==> src/rtl/fetch_stage_if.sv <==
// Fetch stage bus: hazard enables, branch redirect, instruction memory port, IF/ID outputs.
interface fetch_stage_if;
    localparam int unsigned XLEN  = 32;
    localparam int unsigned CNT_W = 16;

    logic              le_pc;
    logic              le_npc;
    logic              le_ifid;
    logic              branch_taken;
    logic [XLEN-1:0]   branch_target;
    logic [XLEN-1:0]   imem_instr;
    logic [XLEN-1:0]   imem_addr;
    logic [XLEN-1:0]   ifid_instr;
    logic [XLEN-1:0]   ifid_pc;
    logic              ifid_valid;
    logic [CNT_W-1:0]  stall_count;

    // Environment side: drives enables, branch redirect and the memory read data.
    modport master (
        output le_pc, le_npc, le_ifid, branch_taken, branch_target, imem_instr,
        input  imem_addr, ifid_instr, ifid_pc, ifid_valid, stall_count
    );

    // Fetch stage side.
    modport slave (
        input  le_pc, le_npc, le_ifid, branch_taken, branch_target, imem_instr,
        output imem_addr, ifid_instr, ifid_pc, ifid_valid, stall_count
    );
endinterface

==> src/rtl/fetch_stage.sv <==
// Instruction fetch stage with delayed-branch PC/NPC pair and IF/ID register.
// Optional stall-cycle counter enabled by defining FETCH_STALL_COUNT_EN.
module fetch_stage #(
    parameter logic [31:0] RESET_PC = 32'h0000_0000
) (
    input  logic          clk,
    input  logic          rst_n,
    fetch_stage_if.slave  bus
);
    localparam int unsigned XLEN  = 32;
    localparam int unsigned CNT_W = 16;
    localparam logic [XLEN-1:0] PC_STEP = XLEN'(4);

    typedef enum logic {
        FILL = 1'b0,
        RUN  = 1'b1
    } state_t;

    state_t          state;
    state_t          state_next;
    logic [XLEN-1:0] pc;
    logic [XLEN-1:0] npc;
    logic [XLEN-1:0] ifid_instr;
    logic [XLEN-1:0] ifid_pc;
    logic            ifid_valid;
    logic            ifid_load_c;
    logic            ifid_clear_c;

    // FSM state register.
    always_ff @(posedge clk or negedge rst_n) begin
        if (!rst_n) begin
            state <= FILL;
        end else begin
            state <= state_next;
        end
    end

    // FSM next state: FILL lasts one edge, RUN is terminal until reset.
    always_comb begin
        state_next = state;
        case (state)
            FILL:    state_next = RUN;
            RUN:     state_next = RUN;
            default: state_next = FILL;
        endcase
    end

    // FSM outputs: FILL invalidates IF/ID, RUN follows the hazard enable.
    always_comb begin
        ifid_load_c  = 1'b0;
        ifid_clear_c = 1'b0;
        case (state)
            FILL:    ifid_clear_c = 1'b1;
            RUN:     ifid_load_c  = bus.le_ifid;
            default: ifid_clear_c = 1'b1;
        endcase
    end

    // PC takes NPC; NPC takes the branch target or steps by 4 (wraps mod 2^32).
    always_ff @(posedge clk or negedge rst_n) begin
        if (!rst_n) begin
            pc  <= RESET_PC;
            npc <= RESET_PC + PC_STEP;
        end else begin
            if (bus.le_pc) begin
                pc <= npc;
            end
            if (bus.le_npc) begin
                npc <= bus.branch_taken ? bus.branch_target : npc + PC_STEP;
            end
        end
    end

    // IF/ID pipeline register.
    always_ff @(posedge clk or negedge rst_n) begin
        if (!rst_n) begin
            ifid_instr <= '0;
            ifid_pc    <= '0;
            ifid_valid <= 1'b0;
        end else if (ifid_clear_c) begin
            ifid_valid <= 1'b0;
        end else if (ifid_load_c) begin
            ifid_instr <= bus.imem_instr;
            ifid_pc    <= pc;
            ifid_valid <= 1'b1;
        end
    end

    assign bus.imem_addr  = pc;
    assign bus.ifid_instr = ifid_instr;
    assign bus.ifid_pc    = ifid_pc;
    assign bus.ifid_valid = ifid_valid;

`ifdef FETCH_STALL_COUNT_EN
    logic [CNT_W-1:0] stall_count;
    logic             stall_inc_c;

    assign stall_inc_c = (state == RUN) && !bus.le_ifid;

    // Saturating count of RUN cycles in which IF/ID was held.
    always_ff @(posedge clk or negedge rst_n) begin
        if (!rst_n) begin
            stall_count <= '0;
        end else if (stall_inc_c && (stall_count != {CNT_W{1'b1}})) begin
            stall_count <= stall_count + CNT_W'(1);
        end
    end

    assign bus.stall_count = stall_count;
`else
    assign bus.stall_count = '0;
`endif

endmodule
==> src/flat_wrapper.sv <==
// flat-port wrapper written by rule: the top's interface ports become plain ports
module fetch_stage_flat 
#(
    parameter logic [31:0] RESET_PC = 32'h0000_0000
)
  (clk, rst_n, bus_le_pc, bus_le_npc, bus_le_ifid, bus_branch_taken, bus_branch_target, bus_imem_instr, bus_imem_addr, bus_ifid_instr, bus_ifid_pc, bus_ifid_valid, bus_stall_count);
  fetch_stage_if bus_i ();
  input  logic clk;
  input  logic rst_n;
  input wire logic [$bits(bus_i.le_pc)-1:0] bus_le_pc;
  input wire logic [$bits(bus_i.le_npc)-1:0] bus_le_npc;
  input wire logic [$bits(bus_i.le_ifid)-1:0] bus_le_ifid;
  input wire logic [$bits(bus_i.branch_taken)-1:0] bus_branch_taken;
  input wire logic [$bits(bus_i.branch_target)-1:0] bus_branch_target;
  input wire logic [$bits(bus_i.imem_instr)-1:0] bus_imem_instr;
  output wire logic [$bits(bus_i.imem_addr)-1:0] bus_imem_addr;
  output wire logic [$bits(bus_i.ifid_instr)-1:0] bus_ifid_instr;
  output wire logic [$bits(bus_i.ifid_pc)-1:0] bus_ifid_pc;
  output wire logic [$bits(bus_i.ifid_valid)-1:0] bus_ifid_valid;
  output wire logic [$bits(bus_i.stall_count)-1:0] bus_stall_count;
  assign bus_i.le_pc = bus_le_pc;
  assign bus_i.le_npc = bus_le_npc;
  assign bus_i.le_ifid = bus_le_ifid;
  assign bus_i.branch_taken = bus_branch_taken;
  assign bus_i.branch_target = bus_branch_target;
  assign bus_i.imem_instr = bus_imem_instr;
  assign bus_imem_addr = bus_i.imem_addr;
  assign bus_ifid_instr = bus_i.ifid_instr;
  assign bus_ifid_pc = bus_i.ifid_pc;
  assign bus_ifid_valid = bus_i.ifid_valid;
  assign bus_stall_count = bus_i.stall_count;
  fetch_stage #(.RESET_PC(RESET_PC)) u_core (.clk(clk), .rst_n(rst_n), .bus(bus_i));
endmodule
==> config.mk <==
export PLATFORM = sky130hd
export DESIGN_NAME = fetch_stage_flat
export DESIGN_NICKNAME = d
export VERILOG_FILES = /design/src/rtl/fetch_stage_if.sv /design/src/rtl/fetch_stage.sv /design/src/flat_wrapper.sv
export SDC_FILE = /design/constraint.sdc
export NUM_CORES = 1
export LEC_CHECK = 0
export CORE_MARGIN = 4
export CORE_UTILIZATION = 46
export CTS_CLUSTER_DIAMETER = 60
export DETAILED_ROUTE_END_ITERATION = 8
export PLACE_DENSITY = 0.86
export SLEW_MARGIN = 30
export SYNTH_ARGS = -nofsm -noshare
export SYNTH_HDL_FRONTEND = slang
export SYNTH_SLANG_ARGS = --single-unit
==> constraint.sdc <==
create_clock -name clk -period 2.24 [get_ports clk]
set_input_delay 0.448 -clock clk [delete_from_list [all_inputs] [get_ports clk]]
set_output_delay 0.448 -clock clk [all_outputs]
set_load 0.005 [all_outputs]
=== Word level (Yosys, flattened, before mapping) ===
Index checks and enable logic that the tools add are counted.

* Mux-type cells: 4
* Eq/ne operators: 1
* Add/subtract/negate cells: 1
* Reduce and logical (&&, ||, !) cells: 1

{| class="wikitable"
|+ Operator list
! kind !! number
|-
| adder 32 x 3 -> 32 bit, second input constant || 1
|-
| two-way mux 32 bit || 1
|-
| two-way mux 1 bit || 3
|-
| != test 2 bit, second input constant || 1
|-
| AND reduction 2 bit || 1
|}

* Output and inout bits: 113
* Register bits: 130
* Word-level logic and storage cells: 13
* Bits of input ports: 70

=== Logic depth before layout (Yosys ltp) ===
* Depth in word-level cells: 3
* Mapped depth: 7
* Gate-level depth less buffers: 6

=== Worst setup path after synthesis ===
Ideal clock, no wire load.

* Path kind: reg-to-reg
* Start point: register u_core.npc[2]
* End point: register u_core.npc[26]
* Period minus slack after synthesis: 1.916 ns
* Buffers on the path: 0
* Arrival: 1.845 ns
* Data required time: 2.169 ns
* Setup time: 0.071 ns
* Stages on the path, launching flop included: 7
* Slack: 0.324 ns
* Path through: dfstp_2 ha_1 nand4_4 nor4_4 nand4_1 mux2_1 nor2_1

* Longest elaborated chain between the ends: 2

{| class="wikitable"
|+ RTL lines
! element !! line !! RTL
|-
| from (decl) || fetch_stage.sv:22 || <nowiki>logic [XLEN-1:0] npc;</nowiki>
|-
| from (signal assigned) || fetch_stage.sv:63 || <nowiki>npc <= RESET_PC + PC_STEP;</nowiki>
|-
| from (signal assigned) || fetch_stage.sv:69 || <nowiki>npc <= bus.branch_taken ? bus.branch_target : npc + PC_STEP;</nowiki>
|-
| adder 32 x 3 -> 32 bit || fetch_stage.sv:69 ||
|-
| two-way mux 32 bit || fetch_stage.sv:69 ||
|}

Every way passes these cells.
A chain may end at the register's enable or synchronous reset.

=== Worst setup path in the final report ===
* Start point: register u_core.npc[2]
* End point: register u_core.npc[24]

The elaborated chain is that of the path after synthesis.

==> metrics.txt <==
outcome finished with violations; failing checks hold timing; CP max-delay cell dfstp_2; Initial Utilization 47.4%; min Tclk post-route 2.05 ns; Flop pwr share 39.7%; post-synthesis mux area share 19.5%; Setup-failing EPs final 0; Die X 119 um; Mapped Area 5710 um2; Tot Pwr 7.92 mW; final hold slack -0.00409 ns; clk buf depth 2; clock share of power 39.4%; Final Non-Filler Cells 820; Post-DP Area 7610 um2; via/cell ratio 5.33; fillcell total 856; Hold WC Path Type input port to asynchronous set/reset pin; DP Worst Slack 0.135 ns; Worst Path Required 2.53 ns; warnings from Yosys 0; Reg2Reg Setup Slack 0.19 ns; combinational group share of total power 20.9%; Top-Level Pins 183; Final WS setup 0.190 ns; CTS Hold Buffers Added 0; critical-path cell list ha_1, nand4_4, nor2_1, nand2_1, o32ai_1, a21oi_1; register area 3250 um2; postcts setup bufs 0; Area contributors post-synth dfrtp_1 (56%), mux2_2 (19%), buf_4 (2.2%), a21oi_1 (2.1%), o21ai_0 (1.6%); initial antenna violation count 1; Rows 40; Final Instance Area 8280 um2; Synth Area in Adders 0.219%; die area 14300 um2; crit-path max cell delay 0.56 ns; cts repair resizes 0; first-pass GRT wire length 24600 um; Crit path buffers/inverters 0; Slew @ Worst Pin 0.559 ns; clk_skew 0.00589 ns; DRT Pass-1 Iters 4; routability cong. 0.905; worst endpoint data arrival time 2.34 ns; share of the clock period used by the worst path 91.5%; H-tree depth 4; CTS Root Cell clkbuf_16; area of the multi-input gates 2280 um2; Area Overhead vs Synth 45.0%; Maximum Capacitance Violations 0; xor and xnor area share after synthesis 0%; IO Port Bufs 166; simple-gate area share of the yosys netlist 9.24%; clk_lat worst skew 0.42 ns; grt ovf 0; Syn Inst Count 462; CP max FO 5; sequential area share after synthesis 57.0%; Int Power 6.01 mW; final core occ 68.7%; CTS tree built; worst vdd ir 0.565 mV; Post-synth ARST share 100%; CP Class flop to flop; #FFs+latches synth 130; Post-Place Cells 787; pin count of the biggest net entering global routing 59; EDFF count, synth 0; Yosys top cell by area dfrtp_1; Fin. Hold Viols 2; P_sw 1.91 mW; wire per inst 18.4 um; Worst-path clk slew 0.05 ns; Yosys cell types 46; Max-slew headroom 62.7%; CP startpoint kind flop; antenna viol nets, final 0; Fin Setup TNS 0 ns; Die Ht 119 um; final wirelength 15100 um; CTS buffer count 17; # DRC 0; vias in the first global route 4651; mean post-synth cell area 12.4 um2; Compound-Gate Fraction of Synth Area 9.74%; CTS sink count 130; Final #Nets 709; largest family of logic cells by synthesized area multiplexers; drt initial violations 304; Final HPWL DP 11000 um; share of the synthesized area in the top cell type 56.5%; prevailing post-synth register cell dfrtp_1; PwrDens 956 nW/um2; routed via count 4369; All-Layer GR Usage 22.1%; Pleak 3.47 nW; kind of cell adding the most delay to the critical path simple AND/OR/NAND/NOR gates; CP endpoint kind flop; Switching Fraction 24.1%; RSZ-0062 raised after global routing no; share of cells above drive strength 1 23.5%; core area 12100 um2; Max Freq 488 MHz; Final Max Slew Viols 0
[flip-flops by register name (all words and copies together) (netlist names)]
| name | cells |
|---|---|
| u_core.bus.imem_addr | 32 |
| u_core.bus.ifid_valid | 1 |
| u_core.npc | 32 |
| u_core.bus.ifid_instr | 32 |
| u_core.state | 1 |
| u_core.bus.ifid_pc | 32 |
[placed cells by master (no fill, tap or decap), types with 2 or more instances in the layout]
| cell type | Yosys | final |
|---|---|---|
| nor2_1 | 22 | 22 |
| a41o_1 | 2 | 2 |
| or3_1 | 2 | 2 |
| mux2i_1 | 2 | 2 |
| nor4_1 | 3 | 3 |
| inv_1 | 5 | 5 |
| and3_1 | 7 | 7 |
| nand4_4 | 2 | 2 |
| buf_12 | 0 | 4 |
| buf_4 | 17 | 14 |
| mux2_2 | 96 | 96 |
| o21ai_0 | 18 | 18 |
| nor4_4 | 2 | 2 |
| or2_1 | 2 | 2 |
| clkinv_4 | 0 | 2 |
| clkinv_2 | 0 | 2 |
| dfrtp_1 | 129 | 129 |
| nor3_1 | 7 | 7 |
| o311ai_0 | 2 | 2 |
| a31oi_1 | 4 | 4 |
| clkdlybuf4s50_1 | 0 | 165 |
| clkbuf_16 | 0 | 17 |
| nand3_1 | 12 | 12 |
| clkinvlp_4 | 0 | 2 |
| o21a_1 | 2 | 2 |
| o32ai_1 | 3 | 3 |
| nand2_1 | 24 | 23 |
| nand4_1 | 9 | 9 |
| conb_1 | 2 | 17 |
| o22ai_1 | 8 | 8 |
| a22o_1 | 5 | 5 |
| a21oi_1 | 24 | 24 |
| a22oi_1 | 7 | 7 |
| a21o_1 | 4 | 4 |
| bufinv_16 | 0 | 6 |
[layout make-up]
class                   instances  area share (%)
flip-flops and latches        130            39.3
multi-input cells             300            27.5
repair buffers                184            22.3
clock buffers                  19            5.35
clock inverters                13            2.79
well taps                     168            2.54
inverters                       5           0.227
diodes                          1          0.0302
[power by group through the flow]
stage / logic, mW / clock network, mW / registers (mW)
finish: 1.65 / 3.12 / 3.15
global placement: 1.63 / 0 / 3.15
detailed placement: 1.66 / 0 / 3.18
CTS: 1.68 / 3.19 / 3.15
global route: 1.79 / 3.29 / 3.21
floorplan: 0.612 / 0 / 3.13
[cells in the mapped netlist (3+ instances only)]
cell type,number
dfrtp_1,129
mux2_2,96
a21oi_1,24
nand2_1,24
nor2_1,22
clkbuf_1,18
o21ai_0,18
buf_4,17
nand3_1,12
nand4_1,9
o22ai_1,8
a22oi_1,7
and3_1,7
nor3_1,7
a22o_1,5
buf_1,5
inv_1,5
a21o_1,4
a31oi_1,4
nor4_1,3
o32ai_1,3
[per-layer routing]
layer / GRT usage (%) / wire length (um) / up-vias
li1: - / - / 2013
met1: 27.4 / 6220 / 2137
met2: 35.7 / 7190 / 190
met3: 6.89 / 1310 / 29
met4: 9.66 / 394 / 0
met5: 0 / 0 / -
[final timing paths]
path / cells after the start / to / startpoint
max: 6 / u_core.npc[24]$_DFFE_PN0P_ / u_core.npc[2]$_DFFE_PN1P_
min: 1 / u_core.bus.ifid_pc[17]$_DFFE_PN0P_ / rst_n
max reg2reg: 6 / u_core.npc[24]$_DFFE_PN0P_ / u_core.npc[2]$_DFFE_PN1P_
min reg2reg: 2 / u_core.npc[1]$_DFFE_PN0P_ / u_core.npc[1]$_DFFE_PN0P_
max in group asynchronous: 2 / u_core.bus.imem_addr[26]$_DFFE_PN0P_ / rst_n
min in group clk: 2 / u_core.npc[1]$_DFFE_PN0P_ / u_core.npc[1]$_DFFE_PN0P_
[worst reg2reg max path, delay by kind of cell, from the launching register on]
family / cells / cell delay, ns
adder cells (fa/ha/maj): 1 / 0.26
flip-flops: 1 / 0.56
AND/OR/NAND/NOR: 3 / 0.69
AO/OA/AOI/OAI: 2 / 0.42
[kinds of logic (layout without fill, tap and decap cells)]
| family | Yosys count | in the layout |
|---|---|---|
| AO/OA/AOI/OAI | 87 | 87 |
| multiplexers | 99 | 99 |
| AND/OR/NAND/NOR | 96 | 96 |
| adder cells (fa/ha/maj) | 1 | 1 |
| flip-flops | 130 | 130 |
| other | 2 | 18 |
| buffers and inverters | 47 | 221 |
Note: power is estimated with default switching activity, not from simulation.
